==> config.mk <==
export PLATFORM = sky130hd
export DESIGN_NAME = up_down_counter_sched
export DESIGN_NICKNAME = d
export VERILOG_FILES = /design/src/rtl/up_down_counter_sched_pkg.sv /design/src/rtl/rr_arbiter.sv /design/src/rtl/up_down_counter_sched.sv
export SDC_FILE = /design/constraint.sdc
export NUM_CORES = 1
export LEC_CHECK = 0
export ABC_AREA = 1
export CAP_MARGIN = 30
export CORE_AREA = 2 2 161 163
export CTS_BUF_LIST = sky130_fd_sc_hd__clkbuf_2
export CTS_CLUSTER_DIAMETER = 50
export CTS_CLUSTER_SIZE = 25
export DETAILED_ROUTE_END_ITERATION = 6
export DIE_AREA = 0 0 163 165
export PLACE_DENSITY = 0.6
export SETUP_SLACK_MARGIN = 0.15
export SYNTH_ARGS = -nofsm -noshare
export SYNTH_HDL_FRONTEND = slang
export SYNTH_SLANG_ARGS = --single-unit
==> constraint.sdc <==
create_clock -name clk -period 2.7 [get_ports clk]
set_input_delay 0.27 -clock clk [delete_from_list [all_inputs] [get_ports clk]]
set_output_delay 0.27 -clock clk [all_outputs]
set_load 0.02 [all_outputs]
==> src/rtl/up_down_counter_sched_pkg.sv <==
// Shared types for the up_down_counter and its job scheduler: direction, status,
// error codes and the scheduler state encoding.
package custom_package;

    typedef enum logic {
        UP   = 1'b0,
        DOWN = 1'b1
    } direction_t;

    typedef enum logic [1:0] {
        READY,
        RUNNING,
        DONE,
        ERROR
    } status_t;

    typedef enum logic [1:0] {
        NO_ERR,
        UP_ERR,
        DOWN_ERR,
        TIMEOUT_ERR
    } err_t;

    typedef enum logic [2:0] {
        IDLE,
        LOAD,
        RUN,
        RESP,
        ABORT
    } sched_state_t;

    localparam direction_t default_dir = UP;

endpackage

==> src/rtl/rr_arbiter.sv <==
// Combinational round-robin arbiter: grants the first requester found at or
// after ptr, wrapping upward; one-hot gnt plus its index.
module rr_arbiter #(
    parameter int unsigned N = 4,
    parameter int unsigned W = (N > 1) ? $clog2(N) : 1
) (
    input  logic [N-1:0] req,
    input  logic [W-1:0] ptr,
    output logic [N-1:0] gnt,
    output logic [W-1:0] gnt_idx
);

    logic        found;
    logic [W-1:0] pos;
    int unsigned sum;

    always_comb begin
        gnt     = '0;
        gnt_idx = '0;
        found   = 1'b0;
        pos     = '0;
        sum     = 0;
        for (int unsigned i = 0; i < N; i++) begin
            // ptr is always below N, so a single subtract wraps the search
            sum = 32'(ptr) + i;
            if (sum >= N) begin
                sum = sum - N;
            end
            pos = W'(sum);
            if (!found && req[pos]) begin
                found    = 1'b1;
                gnt[pos] = 1'b1;
                gnt_idx  = pos;
            end
        end
    end

endmodule

==> src/rtl/up_down_counter_sched.sv <==
// Round-robin job scheduler sharing one up_down_counter among N_REQ requesters.
// Define CNT_SCHED_TIMEOUT_EN to add the RUN watchdog and the ABORT state.
module up_down_counter_sched
    import custom_package::*;
#(
    parameter int unsigned N_REQ          = 4,
    parameter int unsigned ID_W           = $clog2(N_REQ),
    parameter int unsigned TIMEOUT_CYCLES = 1024
) (
    input  logic                   clk,
    input  logic                   rst_n,
    input  logic [N_REQ-1:0]       req_valid,
    output logic [N_REQ-1:0]       req_ready,
    input  logic [32*N_REQ-1:0]    req_start_val,
    input  logic [32*N_REQ-1:0]    req_end_val,
    input  direction_t [N_REQ-1:0] req_direction,
    output logic                   resp_valid,
    input  logic                   resp_ready,
    output logic [ID_W-1:0]        resp_id,
    output status_t                resp_status,
    output err_t                   resp_err,
    output logic [31:0]            resp_cnt,
    output logic                   busy,
    output logic                   cnt_en,
    output logic                   cnt_clear,
    output direction_t             cnt_direction,
    output logic [31:0]            cnt_start_val,
    output logic [31:0]            cnt_end_val,
    input  status_t                cnt_status,
    input  err_t                   cnt_error_status,
    input  logic [31:0]            cnt_cnt
);

    if (N_REQ < 2 || N_REQ > 8) begin : g_bad_n_req
        $error("up_down_counter_sched: N_REQ must be 2..8");
    end
    if (TIMEOUT_CYCLES == 0) begin : g_bad_timeout
        $error("up_down_counter_sched: TIMEOUT_CYCLES must be nonzero");
    end

    sched_state_t      state, state_nxt;
    logic [ID_W-1:0]   rr_ptr, rr_ptr_nxt, gnt_idx;
    logic [N_REQ-1:0]  gnt;
    logic              terminal;

    rr_arbiter #(.N(N_REQ), .W(ID_W)) u_arb (
        .req     (req_valid),
        .ptr     (rr_ptr),
        .gnt     (gnt),
        .gnt_idx (gnt_idx)
    );

    assign terminal   = (cnt_status == DONE) || (cnt_status == ERROR);
    assign rr_ptr_nxt = (resp_id == ID_W'(N_REQ - 1)) ? '0 : resp_id + 1'b1;

`ifdef CNT_SCHED_TIMEOUT_EN
    logic [31:0] wdog;
    logic        timeout;

    always_ff @(posedge clk or negedge rst_n) begin
        if (!rst_n) begin
            wdog <= '0;
        end else if (state == RUN) begin
            wdog <= wdog + 32'd1;
        end else begin
            wdog <= '0;
        end
    end

    assign timeout = (state == RUN) && (wdog == TIMEOUT_CYCLES - 1);
`endif

    always_ff @(posedge clk or negedge rst_n) begin
        if (!rst_n) begin
            state <= IDLE;
        end else begin
            state <= state_nxt;
        end
    end

    always_comb begin
        state_nxt  = state;
        req_ready  = '0;
        resp_valid = 1'b0;
        busy       = (state != IDLE);
        case (state)
            IDLE: begin
                req_ready = gnt;
                if (|req_valid) begin
                    state_nxt = LOAD;
                end
            end
            LOAD: state_nxt = RUN;
            RUN: begin
                if (terminal) begin
                    state_nxt = RESP;
                end
`ifdef CNT_SCHED_TIMEOUT_EN
                else if (timeout) begin
                    state_nxt = ABORT;
                end
`endif
            end
`ifdef CNT_SCHED_TIMEOUT_EN
            ABORT: state_nxt = RESP;
`endif
            RESP: begin
                resp_valid = 1'b1;
                if (resp_ready) begin
                    state_nxt = IDLE;
                end
            end
            default: state_nxt = IDLE;
        endcase
    end

    // Counter controls are registered from the next state so they are glitch-free
    // and still line up with LOAD/RUN/ABORT cycle for cycle.
    always_ff @(posedge clk or negedge rst_n) begin
        if (!rst_n) begin
            rr_ptr        <= '0;
            resp_id       <= '0;
            resp_status   <= READY;
            resp_err      <= NO_ERR;
            resp_cnt      <= '0;
            cnt_en        <= 1'b0;
            cnt_clear     <= 1'b1;
            cnt_direction <= default_dir;
            cnt_start_val <= '0;
            cnt_end_val   <= '0;
        end else begin
            cnt_en    <= (state_nxt == RUN);
            cnt_clear <= (state_nxt == LOAD) || (state_nxt == ABORT);
            case (state)
                IDLE: begin
                    if (|req_valid) begin
                        resp_id       <= gnt_idx;
                        cnt_direction <= req_direction[gnt_idx];
                        cnt_start_val <= req_start_val[32*gnt_idx +: 32];
                        cnt_end_val   <= req_end_val[32*gnt_idx +: 32];
                    end
                end
                RUN: begin
                    if (terminal) begin
                        resp_cnt    <= cnt_cnt;
                        resp_status <= cnt_status;
                        resp_err    <= cnt_error_status;
                    end
`ifdef CNT_SCHED_TIMEOUT_EN
                    else if (timeout) begin
                        resp_cnt    <= cnt_cnt;
                        resp_status <= ERROR;
                        resp_err    <= TIMEOUT_ERR;
                    end
`endif
                end
                RESP: begin
                    if (resp_ready) begin
                        rr_ptr <= rr_ptr_nxt;
                    end
                end
                default: ;
            endcase
        end
    end

endmodule

After elaboration in Yosys (flattened, before gate mapping)
Cells that the tools add are included.
{"block": "word_totals", "latchBits": 0, "n_memories": 0, "reg_bits": 110, "ram_bits": 0, "rom_bits": 0, "out_inout_bits": 111}
{"block": "classes", "n_eq_ne": 9, "mul": 0, "bitwise": 3, "shifts": 2, "n_div": 0, "n_addsub": 8, "magnitude_cmp": 13, "muxes": 40, "reduce_logical": 18}
{"operator": "$shiftx A128 B8 Y32", "n": 2}
{"operator": "$mux W4", "n": 5}
{"operator": "$mux W2", "n": 9}
{"operator": "$lt A2 B3 Y1 const B", "n": 5}
{"operator": "$mux W1", "n": 13}
{"operator": "$or A4 B4 Y4", "n": 3}
{"operator": "$pmux W3 S4", "n": 1}
{"operator": "$bmux W1 S2", "n": 5}
{"operator": "$eq A3 B2 Y1 const B", "n": 3}
{"operator": "$ge A3 B3 Y1 const B", "n": 3}
{"operator": "$mux W3", "n": 3}
{"operator": "$demux W1 S2", "n": 4}
{"operator": "$ge A2 B1 Y1 const B", "n": 4}
{"operator": "$sub A2 B1 Y2 const B", "n": 4}
{"operator": "$logic_and A1 B1 Y1", "n": 7}
{"operator": "$add A2 B2 Y3 const B", "n": 2}
{"operator": "$eq A2 B2 Y1 const B", "n": 3}
{"operator": "$eq A3 B1 Y1 const B", "n": 2}
{"operator": "$reduce_and A2 Y1", "n": 3}
{"operator": "$reduce_or A4 Y1", "n": 1}
{"operator": "$add A2 B1 Y3 const B", "n": 1}
{"operator": "$eq A3 B3 Y1 const B", "n": 1}
{"operator": "$ge A2 B3 Y1 const B", "n": 1}
{"operator": "$logic_not A1 Y1", "n": 3}
{"operator": "4 further kinds", "n": 5}

Longest topological paths before layout
{"block": "depth", "word_depth": 16, "ltp_mapped": 18, "mapped_depth_nobuf": 15}

By module
A second synthesis with hierarchy kept.
{"block": "unflattened", "cells_unflattened": 1310, "area_unflattened_um2": 7749.9}
{"mod": "up_down_counter_sched", "seq_area_each_um2": 2753.9, "area_each_um2": 7310.8, "n_inst": 1, "cells_each": 1237}
{"mod": "rr_arbiter", "seq_area_each_um2": 0.0, "area_each_um2": 439.2, "n_inst": 1, "cells_each": 73}

Worst setup path before layout
OpenSTA, ideal clock, no wires.
{"block": "synth_timing", "path_type": "reg2reg", "start": "register rr_ptr[0]", "end": "register cnt_end_val[10]", "path_stages_with_launch": 16, "arrival_ns": 2.221, "path_buffers": 3, "slack_ns": 0.349, "synth_period_minus_slack_ns": 2.351, "cell_sequence": "dfrtp_1 -> buf_4 -> inv_4 -> ha_1 -> inv_1 -> nand3_1 -> nand2_2 -> inv_2 -> nor2_8 -> nand2_2 -> nand2_4 -> nand2_2 -> buf_4 -> buf_4 -> o211ai_1 -> nand3_1"}
{"block": "synth_between", "elab_chain_cells": 15}
{"element": "start: declaration", "line": "up_down_counter_sched.sv:42", "text": "logic [ID_W-1:0] rr_ptr, rr_ptr_nxt, gnt_idx;"}
{"element": "start signal: assignment", "line": "up_down_counter_sched.sv:159", "text": "rr_ptr <= rr_ptr_nxt;"}
{"element": "parallel branches: the longest is 13 deep, another holds $add A2 B1 Y3"}
{"element": "$mux W2 (*)", "line": "rr_arbiter.sv:30", "text": "if (!found && req[pos]) begin"}
{"element": "$shiftx A128 B8 Y32 (*)", "line": "up_down_counter_sched.sv:140", "text": "cnt_end_val <= req_end_val[32*gnt_idx +: 32];"}
{"element": "end signal: assignment", "line": "up_down_counter_sched.sv:140"}
{"element": "end: declaration", "line": "up_down_counter_sched.sv:28", "text": "output logic [31:0] cnt_end_val,"}
Mark *: on every way between the ends. The select of a mux whose other input is x is not followed.
A chain may end at the register's enable or synchronous reset.

Worst setup path after layout
{"block": "layout_timing", "start": "register rr_ptr[0]", "end": "output port req_ready[3]"}
{"block": "layout_between", "elab_chain_cells": 15}
{"element": "parallel branches: the longest is 13 deep, another holds $add A2 B1 Y3"}
{"element": "$mux W4 (*)", "line": "rr_arbiter.sv:30"}
{"element": "$mux W4 (*)", "line": "up_down_counter_sched.sv:86", "text": "case (state)"}
{"element": "end: declaration", "line": "up_down_counter_sched.sv:13", "text": "output logic [N_REQ-1:0] req_ready,"}
Marks and branches as above.

==> flow_summary.yaml <==
outcome:
  status: "completed"
die:
  rows: 58
  die_h_um: 165
  core-area_um2: 25000
  io_pins: 414
  die_area_um2: 26900
  start_util_pct: 29.5
  die_x_um: 163
critical_path:
  cp-end-kind: "output pin"
  reg2regPathDepth: 17
  required_ps: 2430
  cp-start-kind: "flip-flop"
  r2r_start: "rr_ptr[0]$_DFFE_PN0P_"
  startpoint: "rr_ptr[0]$_DFFE_PN0P_"
  rr_endpoint: "cnt_start_val[25]$_DFFE_PN0P_"
  crit_arrival_ps: 2330
  critPathKind: "reg2out"
  r2r_setup_slack_ps: 140
  cp_max_fo: 5
detailed_routing:
  ant_nets: 0
  vias: 8821
  drtIter0Drc: 752
  top_layer: "met4"
  drt-met1-wl_mm: 13.9
  drc: 0
  drt_wl_total_mm: 33.6
  met2_length_mm: 17.0
  avgViaCountPerCell: 4.73
  wl_per_cell_um: 18.0
  dr.pass1.iters: 5
  wl_met3_mm: 1.96
layout:
  drive_gt1_share_pct: 11.2
  final_common_cell: "nand2_1"
  final_cell_mix: "437 x nand2_1, 406 x clkdlybuf4s50_1, 225 x nand3_1, 143 x inv_1, 109 x dfrtp_1"
  stdcell_count: 1865
  fill_cells: 2528
  area_delta_synth_final_pct: 75.0
  post-route-util_pct: 51.6
  nNetsFinal: 1840
placement:
  place.port_buffers: 413
  preCtsSetupSlack_ps: 23.3
  dp_cells: 1802
  dp_hpwl_mm: 21.8
  gp_congestion: 0.866
synthesis:
  syn_area_per_cell_um2: 6.71
  yosysTopAreaCell: "dfrtp_1"
  syn-num-nets: 1411
  ys_types: 31
  ys_seq_elements: 110
  yosysWarnings: 0
  netlist_instances: 1099
  syn-cell-area_um2: 7380
  yosysSeqAreaShare_pct: 37.3
  async_flop_share_pct: 100
  synth_flop_cell: "dfrtp_1"
  synth_area_leaders: "dfrtp_1 37%, nand2_1 22%, nand3_1 16%"
  synth_top_cell_area_share_pct: 37.0
  synth_edf_count: 0
power:
  power.density_nw_per_um2: 1370
  p_leak_nw: 6.49
  ir_worst_vdd_v: 0.000668
  power_mw: 17.7
grt:
  grt_pass1_wl_mm: 44.8
  grt_max_degree: 71
  grt_util_all_layers_pct: 21.4
  overflow: 0
  grt_pass1_vias: 8302
  antenna_found_initial: 2
timing:
  relSlewSlack_pct: 56.4
  layout_setup_ws_ps: 103
  finalHoldViolCount: 0
  rsz0062_at_grt: "true"
  max_slew.worst_pin.slew_ps: 653
  post-route-period-util_pct: 96.2
  fin_worst_skew_ps: 61.6
  max_freq_mhz: 385
  slew_viol_final: 0
  setup_viol: 0
  fin_crit_ps: 2600
clock_tree:
  tritoncts: "built"
  cts_root_buffer: "clkbuf_2"
  insertion_delay_ps: 670
  h-tree-depth: 3
  numCtsBuffers: 9
  clk_path_buf_depth: 2
  path_clk_slew_ps: 410
  cts_sinks: 110
hold_path:
  hp-class: "in2async"
run:
  maxCapViolations: 0
per-stage QoR:
| stage | hold slack (ps) | area (um2) | setup TNS, ps |
|---|---|---|---|
| CTS | 50.5 | 12200 | 0 |
| global route | 54.3 | 12900 | -772 |
| global placement | 343 | 11900 | 0 |
| finish | 98.0 | 12900 | 0 |
| floorplan | -25.6 | 7380 | 0 |
| detailed placement | 334 | 11900 | 0 |
how the worst max path moves through the flow:
stage | slack [ps] | cells after the start | endpoint
after detailed placement | 20 | 13 | req_ready[2]
after global placement | 80 | 13 | req_ready[3]
after CTS | 30 | 13 | req_ready[3]
final | 100 | 12 | req_ready[3]
after global routing | -110 | 13 | req_ready[2]
after floorplan | 350 | 15 | cnt_end_val[10]$_DFFE_PN0P_
synthesized netlist by cell type (2+ instances only):
| cell | number |
|---|---|
| buf_2 | 22 |
| nand4_1 | 5 |
| buf_6 | 5 |
| nor2_1 | 6 |
| o211ai_1 | 8 |
| a22oi_1 | 2 |
| nand2_1 | 440 |
| mux2_2 | 35 |
| a21oi_1 | 2 |
| nand2_4 | 2 |
| nor4_1 | 2 |
| nor3_1 | 3 |
| inv_1 | 147 |
| nand2_2 | 6 |
| clkbuf_1 | 27 |
| a31oi_1 | 2 |
| nor2_2 | 2 |
| buf_4 | 12 |
| nor2_4 | 3 |
| inv_2 | 5 |
| ha_1 | 9 |
| dfrtp_1 | 109 |
| nand3_1 | 237 |
worst max-delay path, stage by stage, from the launching register on:
cell,delay (ps)
dfrtp_1,480
inv_4,60
ha_4,290
inv_2,50
nand3_2,60
nand2_2,70
buf_4,160
nor2_4,140
nand2_1,70
nand4_1,90
nand2_1,50
inv_1,70
buf_6,110
where the power goes:
group          leakage, nW  switching, mW  internal, mW
registers             1.34          0.417          2.42
logic                 5.06           7.81          6.19
clock network       0.0800          0.700         0.183
total                 6.49           8.93          8.79
sequential cells by signal (all words and copies together) (netlist names):
register and count:
cnt_clear 1, cnt_direction 1, cnt_en 1, cnt_end_val 32, cnt_start_val 32, resp_cnt 32
resp_err 2, resp_id 2, resp_status 2, rr_ptr 2, state 3
cell type report:
class,instances,area (um2),area share (%)
Antenna cell,2,5.00,0.0387
Clock buffer,9,45.0,0.349
Clock inverter,7,88.8,0.688
Inverter,153,582,4.50
Multi-Input combinational cell,770,3830,29.6
Sequential cell,110,2750,21.3
Tap cell,330,413,3.20
Timing Repair Buffer,484,5200,40.3
layer usage:
layer / vias up / track usage, %
met1: 4130 / 26.0
met5: - / 0
met3: 49 / 4.17
li1: 4288 / -
met2: 354 / 37.8
met4: 0 / 7.52
timing repair:
| action | 4_1_cts | 5_1_grt |
|---|---|---|
| cloned | 0 | 21 |
| hold buffers | 1 | 0 |
| setup endpoints to repair | 5 | 65 |
| pin swaps | 5 | 11 |
| setup buffers | 6 | 17 |
| resized for setup | 34 | 37 |
| endpoints found under the hold margin | 71 | 0 |
kinds of logic after synthesis:
family / Yosys count / synth area share [%]
other: 1 / 0.0508
buffers and inverters: 220 / 12.7
and+or+nand+nor: 708 / 41.6
muxes: 35 / 5.34
adders and majority gates: 9 / 1.53
DFF: 110 / 37.3
AOI/OAI and AO/OA: 16 / 1.49
Note: power is estimated with default switching activity, not from simulation.
==> RTL change 1, RTL diff (config.mk and constraints unchanged) <==
Re-encode `sched_state_t` (5 states) as one-hot, 5 bits wide.
--- a/src/rtl/up_down_counter_sched_pkg.sv
+++ b/src/rtl/up_down_counter_sched_pkg.sv
@@ -21,12 +21,12 @@
         TIMEOUT_ERR
     } err_t;
 
-    typedef enum logic [2:0] {
-        IDLE,
-        LOAD,
-        RUN,
-        RESP,
-        ABORT
+    typedef enum logic [4:0] {
+        IDLE  = 5'b00001,
+        LOAD  = 5'b00010,
+        RUN   = 5'b00100,
+        RESP  = 5'b01000,
+        ABORT = 5'b10000
     } sched_state_t;
 
     localparam direction_t default_dir = UP;
Behaviour: same outputs for any inputs over 4 cycles, from zero or initial values and one cycle with rst_n low; so few cycles prove little.
==> RTL change 1 against the original RTL <==
Non-clock buffer count rose by 13. Routed wire length rose by 4.8%. Synthesized cell count rose by 8.6%. Sequential cell count rose by 2. Sequential share of layout area fell by 0.47 points. Setup slack got worse by 0.017 ns. Synthesized area rose by 1.7%. First-iteration DRC count fell by 17%. Final area rose by 4.2%. Critical path depth rose by 1. Utilization rose by 2.1 points. Count of clock-buffer cells in the layout did not move. Critical endpoint is now req_ready[0].
Power is not compared: it rests on default switching activity, and its combinational part moved more than twofold at a synthesized area within 25%.
==> RTL change 1: results (changes against the original RTL) <==
Status - completed (unchanged)
RR Endpoint - cnt_end_val[7] (was cnt_start_val[25])
NonClk Buf Share - 40.1% (was 40.3%)
First-pass GRT wire length - 46500 µm (was 44800 µm)
Max stage delay on crit path - 0.49 ns
Multi-input gates - 848 (was 770)
M2 GR Usage - 37.7% (was 37.8%)
ANT cells - 1 (was 2)
Root Driver - clkbuf_2 (unchanged)
Most frequent cells after synthesis - nand2_1 (546), nand3_1 (238), inv_1 (159), dfrtp_1 (110), clkbuf_1 (32) (was nand2_1 (440), nand3_1 (237), inv_1 (147), dfrtp_1 (109), mux2_2 (35))
Post-synthesis net count - 1505 (was 1411)
Initial antenna violation count - 1 (was 2)
Fraction of area in multi-input gates - 30.3% (was 29.6%)
Number of global-route vias before repair - 8416 (was 8302)
Distinct cells, synth - 30 (was 31)
Least-Margin Pin Slew - 0.684 ns (was 0.653 ns)
Met2 WL post-DR - 16700 µm (was 17000 µm)
Share of the yosys chip area belonging to registers - 37.4% (was 37.3%)
Dpl cells - 1891 (was 1802)
Vias - 9250 (was 8821)
First DRT Iteration DRCs - 626 (was 752)
# clock sinks - 112 (was 110)
Clock Skews - 0.0392 ns (was 0.0616 ns)
Async S/R FF share, synth - 100% (unchanged)
Clock Latency Late Sink - 0.65 ns (was 0.67 ns)
Clock-cell share of area - 0.902% (was 1.04%)
Fraction of area in registers - 20.8% (was 21.3%)
Inverters - 163 (was 153)
Fillers - 2444 (was 2528)
Met3 Usage GRT - 5.55% (was 4.17%)
Total Routed Length - 35300 µm (was 33600 µm)
Top cells by area, synth - dfrtp_1 (37%), nand2_1 (27%), nand3_1 (16%) (was dfrtp_1 (37%), nand2_1 (22%), nand3_1 (16%))
LEAKAGE - 0.00693 µW
DP Wirelength - 23000 µm (was 21800 µm)
Via density - 4.70 (was 4.73)
GPL Wtd Cong - 0.873 (was 0.866)
Reg clk slew, reported paths - 0.37 ns (was 0.41 ns)
Cells after Synth - 1193 (was 1099)
Worst reg-to-reg path cell count - 19 (was 17)
Largest net degree at the start of global routing - 76 (was 71)
Non-Clock Buffer Count - 497 (was 484)
Met3 wire length - 2600 µm (was 1960 µm)
Share of cells above drive strength 1 - 11.6% (was 11.2%)
Min-Delay Path Class - in -> reg (was in -> async)
Met1 wire length - 14300 µm (was 13900 µm)
Max FO, Critical Path - 6 (was 5)
Met1 usage in global routing - 26.6% (was 26.0%)
Total Routing Usage GR - 22.3% (was 21.4%)
CP endpoint - req_ready[0] (was req_ready[3])
[RTL change 1: cell count changes in the layout (fill, tap and decap cells not counted), moves of 9 or more]
cell	before	now
nand2_2	6	21
nand3_1	225	206
nand3_2	12	29
nand2_4	4	13
mux2_2	35	0
nand2_1	437	519
[RTL change 1: worst register-to-register path, stage by stage (launching register included)]
cell       delay (ns)
dfrtp_1          0.49
inv_4            0.06
buf_6            0.15
nand2_2          0.06
nand2_1          0.06
nand2_2          0.10
nand2_4          0.12
buf_4            0.16
buf_4            0.12
o21ai_1          0.16
nand2_1          0.12
nand2_4          0.15
nand2_8          0.13
buf_12           0.17
clkbuf_16        0.16
nand2_1          0.06
nand3_1          0.09
nand2_1          0.09
nand2_1          0.05
nand2_1          0.07
[RTL change 1: power groups by stage]
stage               Sequential, µW  Combinational [µW]  Clock (µW)
CTS                           2620                3900         856
detailed placement            2640                3870           0
floorplan                     3320                1040           0
finish                        2620                4190         813
global route                  2700                4500         924
global placement              2640                3860           0
[RTL change 1: cells by family (layout without fill, tap and decap cells)]
group / after synthesis / count (layout) / synth area share [%]
compound gates: 19 / 19 / 1.63
fa+ha+maj: 9 / 9 / 1.50
buf+inv: 234 / 676 / 13.3
flops: 112 / 112 / 37.4
other cells: 1 / 2 / 0.0500
simple gates: 818 / 819 / 46.1
[RTL change 1: what timing repair did]
action,4_1_cts,5_1_grt
hold buffers,1,7
cloned,1,23
endpoints found under the setup margin,25,71
endpoints found under the hold margin,46,7
pin swaps,4,22
resized for setup,39,101
buffers inserted,4,23
[RTL change 1: metrics by stage]
| step | TNS (ns) | hold WS [ns] | cell area, µm² | util [%] | setup slack, ns |
|---|---|---|---|---|---|
| after floorplan | 0 | -0.0256 | 7500 | - | 0.357 |
| after global placement | 0 | 0.360 | 12000 | 48.0 | 0.101 |
| after detailed placement | 0 | 0.361 | 12000 | 48.0 | 0.0244 |
| after CTS | 0 | 0.00139 | 12200 | 48.9 | 0.0267 |
| after global routing | -0.657 | 0.0130 | 13500 | 53.7 | -0.127 |
| final | 0 | 0.0888 | 13500 | 53.7 | 0.0857 |
[RTL change 1: how the worst min path moves through the flow]
| stage | depth (start not counted) | endpoint | startpoint | slack, ns |
|---|---|---|---|---|
| 3_3_place_gp | 1 | resp_cnt[2] | rst_n | 0.36 |
| 2_1_floorplan | 0 | cnt_direction | rst_n | -0.03 |
| 3_5_place_dp | 1 | resp_cnt[2] | rst_n | 0.36 |
| 6_report | 3 | resp_cnt[12] | cnt_cnt[12] | 0.09 |
| 4_1_cts | 3 | resp_cnt[12] | cnt_cnt[12] | 0.001 |
| 5_1_grt | 3 | resp_cnt[12] | cnt_cnt[12] | 0.01 |
==> RTL change 2, RTL diff (config.mk and constraints unchanged) <==
Made on the original files. Build with the macro `CNT_SCHED_TIMEOUT_EN` defined.
--- a/src/rtl/up_down_counter_sched.sv
+++ b/src/rtl/up_down_counter_sched.sv
@@ -1,5 +1,7 @@
 // Round-robin job scheduler sharing one up_down_counter among N_REQ requesters.
 // Define CNT_SCHED_TIMEOUT_EN to add the RUN watchdog and the ABORT state.
+`define CNT_SCHED_TIMEOUT_EN
+
 module up_down_counter_sched
     import custom_package::*;
 #(
Formal check against the unedited RTL: no difference found for any inputs over 4 cycles, from zero or initial values and one cycle with rst_n low; that may be too few to reach the edited logic, so the function may still have changed.
==> RTL change 2 against the original RTL <==
Critical path depth up 1. Sequential cell count up 32. Synthesized area up 16%. Routed wire length up 8.3%. Setup slack worse by 0.031 ns. Final area up 8.0%. Synthesized cell count up 14%. Total power down 3.6%. Via count up 16%. Largest cell class unchanged. Highest routed layer unchanged.
==> RTL change 2: results (changes against the original RTL) <==
Status - completed (unchanged)
Post-synthesis net count - 1561 (was 1411)
DP Worst Slack - 0.139 ns (was 0.0233 ns)
Share of the yosys chip area belonging to registers - 41.4% (was 37.3%)
Worst reg-to-reg path cell count - 15 (was 17)
Total Routing Usage GR - 26.4% (was 21.4%)
Crit path time final - 2.63 ns (was 2.60 ns)
Fillers - 2394 (was 2528)
Hold WS - 0.104 ns (was 0.0980 ns)
RR Endpoint - cnt_start_val[0] (was cnt_start_val[25])
First-pass GRT wire length - 54800 µm (was 44800 µm)
Nets - 1986 (was 1840)
Number of global-route vias before repair - 9966 (was 8302)
Via density - 5.05 (was 4.73)
Total Routed Length - 36400 µm (was 33600 µm)
Clock Latency Late Sink - 0.74 ns (was 0.67 ns)
Share of cells above drive strength 1 - 6.94% (was 11.2%)
TritonCTS Buffers - 17 (was 9)
Cells after Synth - 1248 (was 1099)
Reg clk slew, reported paths - 0.27 ns (was 0.41 ns)
Dpl cells - 1941 (was 1802)
Min-Delay Path Class - in -> reg (was in -> async)
Dpl cell area - 13200 µm² (was 11900 µm²)
Most frequent cells after synthesis - nand2_1 (449), nand3_1 (349), dfrtp_1 (141), nor2_1 (53), inv_1 (51) (was nand2_1 (440), nand3_1 (237), inv_1 (147), dfrtp_1 (109), mux2_2 (35))
Distinct cells, synth - 41 (was 31)
GPL Wtd Cong - 0.962 (was 0.866)
DP Wirelength - 26500 µm (was 21800 µm)
Clock Skews - 0.0603 ns (was 0.0616 ns)
Crit path DAT - 2.36 ns (was 2.33 ns)
[RTL change 2: changes by cell type after synthesis, sizes merged, moves of 5 or more]
| cell | before | now |
|---|---|---|
| nand3 | 237 | 352 |
| o211ai | 8 | 0 |
| mux2 | 35 | 0 |
| nor4 | 2 | 7 |
| a21oi | 2 | 20 |
| nor2 | 12 | 55 |
| inv | 153 | 56 |
| dfrtp | 109 | 141 |
| nor3 | 3 | 22 |
| xor2 | 0 | 7 |
| o21ai | 1 | 17 |
| clkbuf | 27 | 37 |
| nand4 | 6 | 11 |
[RTL change 2: logic make-up (layout without fill, tap and decap cells)]
group,after synthesis,in the layout,synth area share (%)
AOI/OAI and AO/OA,50,50,3.35
xor gates and xnor gates,7,7,0.714
adders and majority gates,10,10,1.46
buffers and inverters,137,575,6.91
DFF,142,142,41.4
other,0,5,0
and+or+nand+nor,902,902,46.2
[RTL change 2: per-layer routing]
metal	up-vias	routed length, µm	GRT usage [%]	part of all wire, %
li1	4984	-	-	-
met1	4729	14500	31.9	40
met2	444	17700	44.6	49
met3	56	3150	7.96	8.6
met4	0	1050	9.25	2.9
met5	-	0	0	0
[RTL change 2: worst min-delay path: cells and delay by family]
family	cells	cell delay (ns)
AND/OR/NAND/NOR	2	0.16
buffers and inverters	1	0.41
[RTL change 2: what timing repair did]
action	in CTS	in global routing
resized for setup	38	10
setup endpoints to repair	6	38
gates cloned	0	2
buffers inserted	8	2
pin swaps	4	5
hold buffers	29	1
hold endpoints to repair	168	1
[RTL change 2: how the worst max path moves through the flow]
stage | start | end | depth (start not counted)
4_1_cts | rr_ptr[0] | req_ready[0] | 13
3_3_place_gp | req_valid[3] | req_ready[3] | 13
2_1_floorplan | rr_ptr[0] | cnt_start_val[24] | 16
3_5_place_dp | req_valid[3] | req_ready[0] | 13
6_report | rr_ptr[0] | req_ready[0] | 13
5_1_grt | rr_ptr[0] | req_ready[3] | 13
[RTL change 2: where the power goes]
part	switching (µW)	internal, µW
Sequential	472	2970
Combinational	7560	4890
Clock	913	275
Total	8940	8130
[RTL change 2: cell type report]
type | instances | area (µm²) | share of cell area (%)
diodes | 5 | 12.5 | 0.0897
flip-flops and latches | 142 | 3550 | 25.5
clock buffers | 17 | 85.1 | 0.610
multi-input cells | 969 | 4540 | 32.6
repair buffers | 487 | 5000 | 35.8
well taps | 330 | 413 | 2.96
inverters | 56 | 218 | 1.56
clock inverters | 15 | 126 | 0.906
